$ cat config.mk
export PLATFORM = sky130hd
export DESIGN_NAME = crc_frame_engine
export DESIGN_NICKNAME = d
export VERILOG_FILES = /design/src/rtl/crc_frame_engine.sv
export SDC_FILE = /design/constraint.sdc
export NUM_CORES = 1
export LEC_CHECK = 0
export BUFFER_PORTS_ARGS = -buffer_cell sky130_fd_sc_hd__buf_2
export CAP_MARGIN = 15
export CORE_UTILIZATION = 50
export DETAILED_ROUTE_END_ITERATION = 12
export GPL_TIMING_DRIVEN = 1
export PLACE_DENSITY = 0.71
export RECOVER_POWER = 100
export SLEW_MARGIN = 20
export SYNTH_ARGS = -nofsm -noshare
export SYNTH_HDL_FRONTEND = slang
export SYNTH_SLANG_ARGS = --single-unit
$ cat constraint.sdc
create_clock -name clk -period 3.2 [get_ports clk]
set_input_delay 0.16 -clock clk [delete_from_list [all_inputs] [get_ports clk]]
set_output_delay 0.16 -clock clk [all_outputs]
set_load 0.01 [all_outputs]
$ cat src/rtl/crc_frame_engine.sv
// Beat-parallel CRC frame engine: generate/check FCS over valid/ready beats, with length checking.
// Optional CRC_FRAME_REFLECT_EN: LSB-first beat processing and a bit-reversed result.
module crc_frame_engine #(
  parameter int          CRC_W     = 16,
  parameter logic [31:0] POLY      = 32'h1021,
  parameter logic [31:0] INIT      = 32'h0,
  parameter int          DATA_W    = 8,
  parameter int          MIN_BEATS = 5,
  parameter int          MAX_BEATS = 127,
  parameter logic [31:0] RESIDUE   = 32'h0
) (
  input  logic              clk,
  input  logic              rst_n,
  input  logic              clr,
  input  logic              mode,
  input  logic              s_valid,
  input  logic [DATA_W-1:0] s_data,
  input  logic              s_last,
  output logic              s_ready,
  output logic              res_valid,
  input  logic              res_ready,
  output logic [CRC_W-1:0]  crc,
  output logic              crc_ok,
  output logic              len_error
);

  localparam int CNT_W = $clog2(MAX_BEATS + 2);
  localparam logic [CRC_W-1:0] POLY_C = POLY[CRC_W-1:0];
  localparam logic [CRC_W-1:0] INIT_C = INIT[CRC_W-1:0];
  localparam logic [CRC_W-1:0] RES_C  = RESIDUE[CRC_W-1:0];
  localparam logic [CNT_W-1:0] MIN_C  = CNT_W'(MIN_BEATS);
  localparam logic [CNT_W-1:0] MAX_C  = CNT_W'(MAX_BEATS);
  localparam logic [CNT_W-1:0] SAT_C  = CNT_W'(MAX_BEATS + 1);

  typedef enum logic [1:0] {IDLE, RUN, DONE} state_t;

  state_t             state_q, state_d;
  logic [CRC_W-1:0]   crc_reg_q, crc_reg_d;
  logic [CNT_W-1:0]   cnt_q, cnt_d;
  logic               mode_q, mode_d;
  logic [CRC_W-1:0]   res_crc_q, res_crc_d;
  logic               res_ok_q, res_ok_d;
  logic               res_lerr_q, res_lerr_d;
  logic               rdy_en_q;

  logic               beat;
  logic               mode_cur;
  logic               lerr_new;
  logic [CRC_W-1:0]   crc_upd;
  logic [CRC_W-1:0]   crc_fin;
  logic [CNT_W-1:0]   cnt_inc;

  function automatic logic [CRC_W-1:0] crc_step(input logic [CRC_W-1:0] c,
                                                input logic [DATA_W-1:0] d);
    logic [CRC_W-1:0] r;
    logic             b;
    r = c;
    for (int i = 0; i < DATA_W; i++) begin
`ifdef CRC_FRAME_REFLECT_EN
      b = d[i];
`else
      b = d[DATA_W-1-i];
`endif
      r = {r[CRC_W-2:0], 1'b0} ^ ((r[CRC_W-1] ^ b) ? POLY_C : '0);
    end
    return r;
  endfunction

  function automatic logic [CRC_W-1:0] out_map(input logic [CRC_W-1:0] c);
    logic [CRC_W-1:0] r;
`ifdef CRC_FRAME_REFLECT_EN
    for (int i = 0; i < CRC_W; i++) r[i] = c[CRC_W-1-i];
`else
    r = c;
`endif
    return r;
  endfunction

  assign s_ready   = rdy_en_q && (state_q != DONE);
  assign res_valid = (state_q == DONE);
  assign crc       = res_crc_q;
  assign crc_ok    = res_ok_q;
  assign len_error = res_lerr_q;

  // The first beat of a frame always starts from INIT and samples mode live.
  assign beat     = s_valid && s_ready;
  assign mode_cur = (state_q == IDLE) ? mode : mode_q;
  assign crc_upd  = crc_step((state_q == IDLE) ? INIT_C : crc_reg_q, s_data);
  assign crc_fin  = out_map(crc_upd);
  assign cnt_inc  = (state_q == IDLE) ? CNT_W'(1) :
                    (cnt_q == SAT_C)  ? cnt_q : cnt_q + CNT_W'(1);
  assign lerr_new = (cnt_inc < MIN_C) || (cnt_inc > MAX_C);

  always_comb begin
    state_d    = state_q;
    crc_reg_d  = crc_reg_q;
    cnt_d      = cnt_q;
    mode_d     = mode_q;
    res_crc_d  = res_crc_q;
    res_ok_d   = res_ok_q;
    res_lerr_d = res_lerr_q;
    case (state_q)
      IDLE, RUN: begin
        if (beat) begin
          crc_reg_d = crc_upd;
          cnt_d     = cnt_inc;
          mode_d    = mode_cur;
          state_d   = RUN;
          if (s_last) begin
            state_d    = DONE;
            res_crc_d  = lerr_new ? '0 : crc_fin;
            res_ok_d   = mode_cur && !lerr_new && (crc_fin == RES_C);
            res_lerr_d = lerr_new;
          end
        end
      end
      DONE: begin
        if (res_ready) begin
          state_d   = IDLE;
          crc_reg_d = INIT_C;
          cnt_d     = '0;
        end
      end
      default: state_d = IDLE;
    endcase
    if (clr) begin
      state_d   = IDLE;
      crc_reg_d = INIT_C;
      cnt_d     = '0;
    end
  end

  always_ff @(posedge clk or negedge rst_n) begin
    if (!rst_n) begin
      state_q    <= IDLE;
      crc_reg_q  <= INIT_C;
      cnt_q      <= '0;
      mode_q     <= 1'b0;
      res_crc_q  <= '0;
      res_ok_q   <= 1'b0;
      res_lerr_q <= 1'b0;
      rdy_en_q   <= 1'b0;
    end else begin
      state_q    <= state_d;
      crc_reg_q  <= crc_reg_d;
      cnt_q      <= cnt_d;
      mode_q     <= mode_d;
      res_crc_q  <= res_crc_d;
      res_ok_q   <= res_ok_d;
      res_lerr_q <= res_lerr_d;
      rdy_en_q   <= 1'b1;
    end
  end

endmodule

; ---- After elaboration in Yosys (flattened, before gate mapping)
; Cells that the tools add are included.
[totals]
reg_bits = 46
latchBits = 0
ram_bits = 0
romBits = 0
in_bits = 15
output_inout_bits = 20
word_cells = 73
mem_count = 0
[classes]
add_sub_neg = 1
multipliers = 0
n_div = 0
order_cmp = 2
eq_ne = 6
shift = 0
muxes = 26
n_bitwise = 16
n_reduce_logical = 14
[op_table]
columns = operator, n
row1 = XOR 16 x 13 -> 16 bit, 8
row2 = 2-to-1 mux 13 bit, 8
row3 = 2-to-1 mux 16 bit, 5
row4 = 2-to-1 mux 8 bit, 5
row5 = case mux 16 bit (2 select lines), 1
row6 = zero test 16 bit, 1
row7 = case mux 8 bit (2 select lines), 1
row8 = adder 8 x 1 -> 8 bit (second input constant), 1
row9 = equality test 8 bit (second input constant), 1
row10 = greater-than comparator 8 x 7 -> 1 bit (second input constant), 1
row11 = less-than comparator 8 x 3 -> 1 bit (second input constant), 1
row12 = 2-to-1 mux 2 bit, 4
row13 = XOR 1 bit, 8
row14 = AND reduction 3 bit, 2
row15 = logical AND 1 bit, 4
row16 = case mux 2 bit (2 select lines), 1
row17 = AND reduction 2 bit, 2
row18 = inequality test 3 x 2 -> 1 bit (second input constant), 1
row19 = inequality test 3 bit (second input constant), 1
row20 = nonzero test 3 bit, 1
row21 = equality test 2 x 1 -> 1 bit (second input constant), 1
row22 = equality test 2 bit (second input constant), 1
row23 = zero test 2 bit, 1
row24 = inequality test 2 bit (second input constant), 1
row25 = 4 further kinds, 4

; ---- Longest topological paths before layout
; Gate-level depths: netlist of the first run.
[logic_depth]
ltp_word = 29
mapped_depth = 9
ltp_nobuf = 8

; ---- Worst setup path before layout of the first run
; Ideal clock, no wire load.
[synth_path]
path_type = register to register
start = reg cnt_q[4]
end = reg cnt_q[4]
setup_time_ns = 0.126
arrival_ns = 1.647
required_ns = 3.074
path_slack_ns = 1.427
path_stages_with_launch = 8
n_path_buf = 1
synth_period_minus_slack_ns = 1.773
path_cell_list = dfrtp_1 -> or3_1 -> or3_1 -> clkbuf_1 -> nand3_2 -> nor2_1 -> o21ai_1 -> o31ai_1
[synth_between]
elab_chain_len = 6
word_cells_on_any_way = 7
cone_classes = add/sub (1) / eq/ne (1) / mux (5)
[synth_lines]
columns = item, line_no
row1 = from (decl), 39  ; logic [CNT_W-1:0] cnt_q, cnt_d;
row2 = from (signal assigned), 146  ; cnt_q <= cnt_d;
row3 = adder 8 x 1 -> 8 bit / equality test 8 bit (equally long branches), 91  ; (cnt_q == SAT_C) ? cnt_q : cnt_q + CNT_W'(1);
row4 = 2-to-1 mux 8 bit (*), 91
row5 = 2-to-1 mux 8 bit (*), 90  ; assign cnt_inc = (state_q == IDLE) ? CNT_W'(1) :
row6 = 2-to-1 mux 8 bit (*), 104  ; if (beat) begin
row7 = case mux 8 bit (2 select lines) (*), 102  ; case (state_q)
row8 = 2-to-1 mux 8 bit (*), 126  ; if (clr) begin
; Mark *: on every way between the ends. The rest lies on a longest branch, timed or not. The select of a mux whose other input is x is not followed.
; A chain may end at the register's enable or synchronous reset.

; ---- Final worst setup path of the first run
[layout_path]
start = reg cnt_q[0]
end = reg res_crc_q[15], in the netlist crc[15]
[layout_between]
elab_chain_len = 6
word_cells_on_any_way = 8
cone_classes = add/sub (1) / order compare (2) / eq/ne (1) / mux (3) / reduce/logical (1)
[layout_lines]
columns = item, line_no
row1 = adder 8 x 1 -> 8 bit / equality test 8 bit (equally long branches), 91
row2 = 2-to-1 mux 8 bit (*), 91
row3 = 2-to-1 mux 8 bit (*), 90
row4 = less-than comparator 8 x 3 -> 1 bit / greater-than comparator 8 x 7 -> 1 bit (equally long branches), 92  ; assign lerr_new = (cnt_inc < MIN_C) || (cnt_inc > MAX_C);
row5 = logical OR 1 bit (*), 92
row6 = 2-to-1 mux 16 bit (*), 111  ; res_crc_d = lerr_new ? '0 : crc_fin;
row7 = to (signal assigned), 148  ; res_crc_q <= res_crc_d;
row8 = to (decl), 41  ; logic [CRC_W-1:0] res_crc_q, res_crc_d;
; Mark *: on every way between the ends. The rest lies on a longest branch, timed or not.

==> results of run 1 <==
==> worst min-delay path by stage <==
stage                      from                     end  slack [ns]
after floorplan           rst_n    cnt_q[0]$_DFFE_PN0P_       -0.14
after global placement      clr  state_q[1]$_DFFE_PN0P_        0.39
after detailed placement    clr  state_q[1]$_DFFE_PN0P_        0.39
after CTS                 rst_n     crc[10]$_DFFE_PN0P_        0.07
after global routing        clr  state_q[1]$_DFFE_PN0P_        0.07
final                       clr  state_q[1]$_DFFE_PN0P_        0.06
==> per-stage QoR <==
step           power [mW]  hold slack, ns  cells
6_report             1.17          0.0611    379
5_1_grt              1.22          0.0700    379
4_1_cts              1.18          0.0656    378
3_5_place_dp        0.815           0.389    370
3_3_place_gp        0.810           0.385    370
2_1_floorplan       0.752          -0.136    279
==> worst register-to-register path, cell delays in order (launching register included) <==
cell and delay (ns):
sky130_fd_sc_hd__dfrtp_1 0.44, sky130_fd_sc_hd__inv_1 0.11, sky130_fd_sc_hd__ha_1 0.33, sky130_fd_sc_hd__a211oi_1 0.24, sky130_fd_sc_hd__o31ai_1 0.13, sky130_fd_sc_hd__nand4_1 0.10
sky130_fd_sc_hd__clkbuf_1 0.59, sky130_fd_sc_hd__o21ai_0 0.21
==> layout make-up <==
cell class | count | area (um^2) | area share [%]
multi-input combinational | 215 | 1300 | 46.2
sequential | 46 | 1150 | 40.8
timing repair buffer | 39 | 178 | 6.29
clock buffer | 7 | 86.3 | 3.06
tap | 67 | 83.8 | 2.97
inverter | 4 | 15.0 | 0.532
clock inverter | 1 | 5.00 | 0.177
==> cells by family after synthesis <==
kind of cell,after synthesis,share of synthesized area (%)
XOR/XNOR,35,14.0
buffers and inverters,18,3.00
multiplexers,2,0.837
flip-flops,46,45.3
other,1,0.148
adder cells (fa/ha/maj),2,0.985
AND/OR/NAND/NOR,105,19.8
AO/OA/AOI/OAI,70,15.9
==> power by group through the flow <==
stage	Clock (mW)	Sequential (mW)	Combinational (mW)
after floorplan	0	0.622	0.130
after global placement	0	0.629	0.182
after detailed placement	0	0.629	0.186
after CTS	0.374	0.618	0.187
after global routing	0.399	0.621	0.202
final	0.370	0.618	0.181
==> routing by layer <==
| metal | part of all wire (%) | wire, um | vias to the layer above | global-route usage, % |
|---|---|---|---|---|
| li1 | - | - | 1022 | - |
| met1 | 50 | 2800 | 1001 | 36.7 |
| met2 | 44 | 2470 | 63 | 36.3 |
| met3 | 5.2 | 292 | 8 | 4.66 |
| met4 | 1.4 | 79 | 0 | 8.28 |
| met5 | 0 | 0 | - | 0 |
==> state kept, by name (all words and copies together), names as in the netlist <==
name / flops
crc: 16
crc_reg_q: 16
cnt_q: 8
state_q: 2
crc_ok: 1
len_error: 1
mode_q: 1
rdy_en_q: 1
==> cells in the mapped netlist, drive strengths merged (2+ instances only) <==
master and instances:
nand3 7, o31ai 6, a21oi 7, nand2 45, xnor2 23, dfrtp 46, inv 4, xnor3 3
clkbuf 9, a22o 2, nand4 5, xor2 9, buf 5, or3 5, nor2b 4, a211oi 3
nand3b 2, ha 2, o21ai 48, nor2 21, nor3 4, and3 6
==> metrics.md, run 1 <==
| Metric | Value |
|---|---|
| Result of the run | `finished, final reports clean` |
| Area fraction of the dominant cell type after synthesis | `45.3%` |
| Fraction of power consumed by the clock network | `31.7%` |
| Most frequent cells in the layout | `sky130_fd_sc_hd__dfrtp_1 (46), sky130_fd_sc_hd__nand2_1 (45), sky130_fd_sc_hd__o21ai_0 (42), sky130_fd_sc_hd__xnor2_1 (23), sky130_fd_sc_hd__clkbuf_1 (23)` |
| Leakage | `1.16 nW` |
| Internal power of the cells | `844 uW` |
| Synth area leaders | `sky130_fd_sc_hd__dfrtp_1 (45%), sky130_fd_sc_hd__xnor2_1 (7.9%), sky130_fd_sc_hd__nand2_1 (6.7%)` |
| CP startpoint | `cnt_q[0]$_DFFE_PN0P_` |
| Area enclosed by the die boundary | `5370 um^2` |
| Hold Path Cell Cnt | `2` |
| Tightest slew margin relative to the limit | `about a quarter` |
| Clock network latency to the later pin of the worst-skew pair | `0.30 ns` |
| ANT cells | `0` |
| Deepest clock path buffer count | `2` |
| Total routed wirelength | `5.64 mm` |
| Relative area change from synthesis to final layout | `11.1%` |
| Avg Inst Size Synth | `9.10 um^2` |
| Ratio of routed vias to standard cells | `5.53` |
| Arrival @ worst endpoint | `2.45 ns` |
| Final clock skew | `0.00555 ns` |
| Total negative slack for setup checks | `0 ns` |
| Buffer count from post-CTS setup fixing | `0` |
| Core region area | `4820 um^2` |
| Via count of the routed design | `2094` |
| Final setup viols | `0` |
| Most used flip-flop cell after synthesis | `sky130_fd_sc_hd__dfrtp_1` |
| All-Layer GR Usage | `24.7%` |
| Critical register-to-register path startpoint | `cnt_q[0]$_DFFE_PN0P_` |
| Capturing instance or port of the critical path | `crc[15]$_DFFE_PN0P_` |
| Clock buffers created by TritonCTS | `5` |
| Final design instance area without fill | `2820 um^2` |
| H-tree levels | `2` |
| Residual DRC | `0` |
| Shortest period the worst path allows | `2.30 ns` |
| Average routed wire per standard cell | `between 10 and 15 um` |
| Slowest stage delay, CP | `between 0.5 and 0.6 ns` |
| Initial standard-cell utilization of the core | `52.7%` |
| Cell with the biggest individual delay on the critical path | `sky130_fd_sc_hd__clkbuf_1` |
| Setup slack after layout | `0.903 ns` |
| Sequential area share after synthesis | `between 40% and 50%` |
| Worst vdd ir | `~0.27 mV` |
| Reg2reg end | `crc[15]$_DFFE_PN0P_` |
| Pwr/cell area | `around 410 nW/um^2` |
| Top delay family on crit path | `buffers and inverters` |
| Startpoint-to-endpoint class of the critical path | `reg2reg` |
| Antenna violations before repair | `0` |
| #FFs+latches synth | `between 40 and 50` |
| Final weighted congestion in routability-driven placement | `0.877` |
| Count of different cell masters after synthesis | `41` |
| Share of async-settable or async-resettable flops after synthesis | `100%` |
| Library cell with the largest summed area after synthesis | `sky130_fd_sc_hd__dfrtp_1` |
| DRT iter0 DRCs | `172` |
| Largest net degree at the start of global routing | `47` |
| Actual transition at the worst max-transition pin | `1.14 ns` |
| Clock-pin slew of the registers on the worst-case setup and hold paths | `0.08 ns` |
| Area after detailed placement | `around 2800 um^2` |
| Maximum clock frequency | `435 MHz` |
| Share of layout cells above drive strength 1 | `roughly a tenth` |
| Hold buffer count at CTS | `0` |
| TritonCTS clock tree | `yes` |
| IO Pins | `35` |
| Number of global-route vias before repair | `between 2000 and 2500` |
| Setup repair after global routing missed its margin | `false` |
| Sequence of cells on the critical path | `inv_1 > ha_1 > a211oi_1 > o31ai_1 > nand4_1 > clkbuf_1 > o21ai_0` |
| Final hold viol count | `0` |
| Number of synthesized flops with an enable pin | `0` |
| Pre-CTS setup slack | `between 1 and 1.5 ns` |
| Die outline width | `about 73 um` |
| Die height | `73.3 um` |
| Cts repair resizes | `0` |
| Global route overflow | `0` |
| Fraction of power spent switching nets | `between 20% and 30%` |
| Wire length of the first global-routing pass | `between 9 and 10 mm` |
| Share of the cycle needed by the critical path after routing | `71.8%` |
| Most common cell after layout, fill and taps aside | `sky130_fd_sc_hd__dfrtp_1` |
| Finished Core Util | `58.6%` |
| Nets@finish | `about 330` |
| Count of input and output buffers | `34` |
| HPWL after detailed placement | `3.90 mm` |
| Final max-slew violation count | `0` |
| Class of the most critical hold timing path | `in2reg` |
| Site row count | `25` |
| Crit path capture type | `flop` |
| Reg-to-reg slack, setup | `0.90 ns` |
| Fill cell instance count of the final layout | `458` |
| Net count of the mapped netlist | `around 300` |
| Remaining antenna violation count after routing | `0` |
| Mapped Cells | `between 200 and 300` |
| Initial DRT Pass Iterations | `4` |
| Part of the power in registers | `about 53%` |
| Worst Path Buf+Inv | `2` |
| Total standard cell area after synthesis | `2540 um^2` |
| CTS Root Cell | `sky130_fd_sc_hd__clkbuf_8` |
| Synth warn | `0` |
| Nature of the critical path startpoint | `flop` |
| Number of max-capacitance violations reported | `0` |
| Clk sink count | `46` |
| Power spent charging and discharging nets | `324 uW` |
| Max FO, Critical Path | `16` |
| Register-to-Register Path Depth | `7` |
| Fraction of power consumed by combinational cells | `between 15 and 20%` |
| Required time of the critical path | `3.36 ns` |
| Cell depth of the worst setup path | `7` |
Note: power is estimated with default switching activity, not from simulation.
==> run 2: changes to the inputs <==
- clock period: 3.2 -> 2.39 ns (I/O delays scaled with it)
==> metrics.md, run 2 (same netlist as run 1, synthesis figures left out) <==
| Metric | Value |
|---|---|
| Top delay family on crit path | `compound AO/OA/AOI/OAI gates` |
| Fraction of power spent switching nets | `27.7% (-0.10 points)` |
| Worst Path Buf+Inv | `2 (unchanged)` |
| Cts repair resizes | `0 (unchanged)` |
| Final setup viols | `0 (unchanged)` |
| Max FO, Critical Path | `16 (unchanged)` |
| Min-Delay Startpoint | `clr` |
| ANT cells | `0 (unchanged)` |
| Part of the power in registers | `54.1% (+1.2 points)` |
| Largest net degree at the start of global routing | `47 (unchanged)` |
| Number of max-capacitance violations reported | `0 (unchanged)` |
| Clk sink count | `46 (unchanged)` |
| IO Pins | `35 (unchanged)` |
| Area enclosed by the die boundary | `5370 um^2 (unchanged)` |
| Critical path's most frequent cell | `sky130_fd_sc_hd__o31ai_1` |
| Sequence of cells on the critical path | `inv_1 > ha_1 > a211oi_1 > o31ai_1 > nand4_1 > clkbuf_2 > o31ai_1` |
| Fraction of power consumed by the clock network | `29.7% (-2.0 points)` |
| Hold Path Cell Cnt | `2 (unchanged)` |
| Buffer count from post-CTS setup fixing | `0 (unchanged)` |
| Average routed wire per standard cell | `14.3 um (-3.7%)` |
| TritonCTS clock tree | `yes` |
| Slowest stage delay, CP | `0.43 ns (-0.16 ns)` |
| Worst-case hold slack | `0.0321 ns (-0.0291 ns)` |
| Clock buffers created by TritonCTS | `5 (unchanged)` |
| Actual transition at the worst max-transition pin | `1.12 ns (-0.0148 ns)` |
| Pre-CTS setup slack | `0.361 ns (-0.787 ns)` |
| Number of cells in the design after placement | `373 (+0.81%)` |
| Shortest period the worst path allows | `2.13 ns (-0.166 ns)` |
| Share of layout cells above drive strength 1 | `10.8% (+1.2 points)` |
| CTS Root Cell | `sky130_fd_sc_hd__clkbuf_8` |
| Remaining antenna violation count after routing | `0 (unchanged)` |
| Die height | `73.3 um (unchanged)` |
| Fraction of power consumed by combinational cells | `16.1% (+0.6 points)` |
| Count of input and output buffers | `34 (unchanged)` |
| Class of the most critical hold timing path | `in2reg` |
| Number of standard cells in the layout, taps in and fillers out | `381 (+0.53%)` |
| Critical register-to-register path startpoint | `cnt_q[0]$_DFFE_PN0P_` |
| Required time of the critical path | `2.60 ns (-0.76 ns)` |
| Final clock skew | `0.00612 ns (+0.000573 ns)` |
| Maximum clock frequency | `469 MHz (+7.8%)` |
| Most common cell after layout, fill and taps aside | `sky130_fd_sc_hd__dfrtp_1` |
| Worst-case hold path end point | `state_q[1]$_DFFE_PN0P_` |
| Ratio of routed vias to standard cells | `5.39 (-2.4%)` |
| Die outline width | `73.3 um (unchanged)` |
| Residual DRC | `0 (unchanged)` |
| Power spent charging and discharging nets | `423 uW (+30%)` |
| Result of the run | `finished, final reports clean` |
| Setup slack after layout | `0.259 ns (-0.644 ns)` |
| Clock network latency to the later pin of the worst-skew pair | `0.30 ns (about the same)` |
| Total negative slack for setup checks | `0 ns (unchanged)` |
| Leakage | `1.18 nW (+1.2%)` |
| Antenna violations before repair | `0 (unchanged)` |
| Most frequent cells in the layout | `sky130_fd_sc_hd__dfrtp_1 (46), sky130_fd_sc_hd__nand2_1 (45), sky130_fd_sc_hd__o21ai_0 (41), sky130_fd_sc_hd__xnor2_1 (23), sky130_fd_sc_hd__clkbuf_1 (22)` |
| Setup repair after global routing missed its margin | `false` |
| Reg2reg end | `crc_ok$_DFFE_PN0P_` |
| Worst vdd ir | `0.292 mV (+8.0%)` |
| Tightest slew margin relative to the limit | `25.2% (+0.98 points)` |
| Internal power of the cells | `1.11 mW (+31%)` |
| Crit path capture type | `flop` |
| Total power | `1.53 mW (+31%)` |
| Deepest clock path buffer count | `2 (unchanged)` |
| Final max-slew violation count | `0 (unchanged)` |
| Core region area | `4820 um^2 (unchanged)` |
| Initial standard-cell utilization of the core | `52.7% (unchanged)` |
| Register-to-Register Path Depth | `7 (unchanged)` |
| Startpoint-to-endpoint class of the critical path | `reg2reg` |
| Cell with the biggest individual delay on the critical path | `sky130_fd_sc_hd__dfrtp_1` |
| DRT iter0 DRCs | `138 (-20%)` |
| Number of global-route vias before repair | `1902 (-5.3%)` |
| Pwr/cell area | `539 nW/um^2 (+30%)` |
| HPWL after detailed placement | `3.94 mm (+0.88%)` |
| Relative area change from synthesis to final layout | `11.7%` |
| Arrival @ worst endpoint | `2.35 ns (-0.10 ns)` |
| Final weighted congestion in routability-driven placement | `0.893 (+1.8%)` |
| All-Layer GR Usage | `23.4% (-1.3 points)` |
| Clock-pin slew of the registers on the worst-case setup and hold paths | `0.08 ns (about the same)` |
| Wire length of the first global-routing pass | `9.26 mm (-6.6%)` |
| Site row count | `25 (unchanged)` |
| Total routed wirelength | `5.47 mm (-3.2%)` |
| Via count of the routed design | `2054 (-1.9%)` |
| Share of the cycle needed by the critical path after routing | `89.2% (+17 points)` |
| Global route overflow | `0 (unchanged)` |
| Final hold viol count | `0 (unchanged)` |
| Reg-to-reg slack, setup | `0.26 ns (-0.64 ns)` |
| Nets@finish | `331 (+0.91%)` |
| Initial DRT Pass Iterations | `4 (unchanged)` |
| H-tree levels | `2 (unchanged)` |
| Nature of the critical path startpoint | `flop` |
==> run 2: routing by layer <==
metal,wire [um],GRT usage (%),up-vias
li1,-,-,1025
met1,2670,35.1,962
met2,2380,33.2,57
met3,316,3.16,10
met4,103,11.5,0
met5,0,0,-
==> run 2: metrics by stage <==
step	utilization (%)	area, um^2
floorplan	-	2540
global placement	57.9	2790
detailed placement	57.9	2790
CTS	59.5	2870
global route	58.9	2840
finish	58.9	2840
==> run 2: worst max path at each step <==
| stage | from | end | cells after the start | slack (ns) |
|---|---|---|---|---|
| 3_5_place_dp | state_q[1]$_DFFE_PN0P_ | crc_ok$_DFFE_PN0P_ | 7 | 0.36 |
| 4_1_cts | state_q[1]$_DFFE_PN0P_ | crc_ok$_DFFE_PN0P_ | 7 | 0.33 |
| 3_3_place_gp | state_q[1]$_DFFE_PN0P_ | crc_ok$_DFFE_PN0P_ | 7 | 0.44 |
| 6_report | cnt_q[0]$_DFFE_PN0P_ | crc_ok$_DFFE_PN0P_ | 7 | 0.26 |
| 5_1_grt | state_q[1]$_DFFE_PN0P_ | crc_ok$_DFFE_PN0P_ | 7 | 0.14 |
| 2_1_floorplan | cnt_q[4]$_DFFE_PN0P_ | cnt_q[4]$_DFFE_PN0P_ | 7 | 0.62 |
==> run 2: layout make-up <==
cell class | count | area, um^2
Timing Repair Buffer | 42 | 203
Clock buffer | 7 | 76.3
Fill cell | 455 | 1980
Multi-Input combinational cell | 215 | 1310
Sequential cell | 46 | 1150
Tap cell | 67 | 83.8
Inverter | 4 | 15.0
==> run 2: what timing repair did <==
item	4_1_cts	5_1_grt
endpoints found under the hold margin	0	46
endpoints found under the setup margin	0	0
hold buffers	0	1
==> run 2: worst register-to-register path: cells and delay by family, from the launching register on <==
kind                       cells  cell delay (ns)
AOI/OAI and AO/OA              3             0.75
DFF                            1             0.43
buffers and inverters          2             0.38
adders and majority gates      1             0.33
and+or+nand+nor                1             0.14
==> run 2: power by group through the flow <==
| stage | clock network, mW | registers, mW | logic [mW] |
|---|---|---|---|
| 2_1_floorplan | 0 | 0.833 | 0.174 |
| 3_3_place_gp | 0 | 0.841 | 0.248 |
| 3_5_place_dp | 0 | 0.842 | 0.251 |
| 4_1_cts | 0.461 | 0.827 | 0.252 |
| 5_1_grt | 0.493 | 0.831 | 0.276 |
| 6_report | 0.454 | 0.827 | 0.247 |
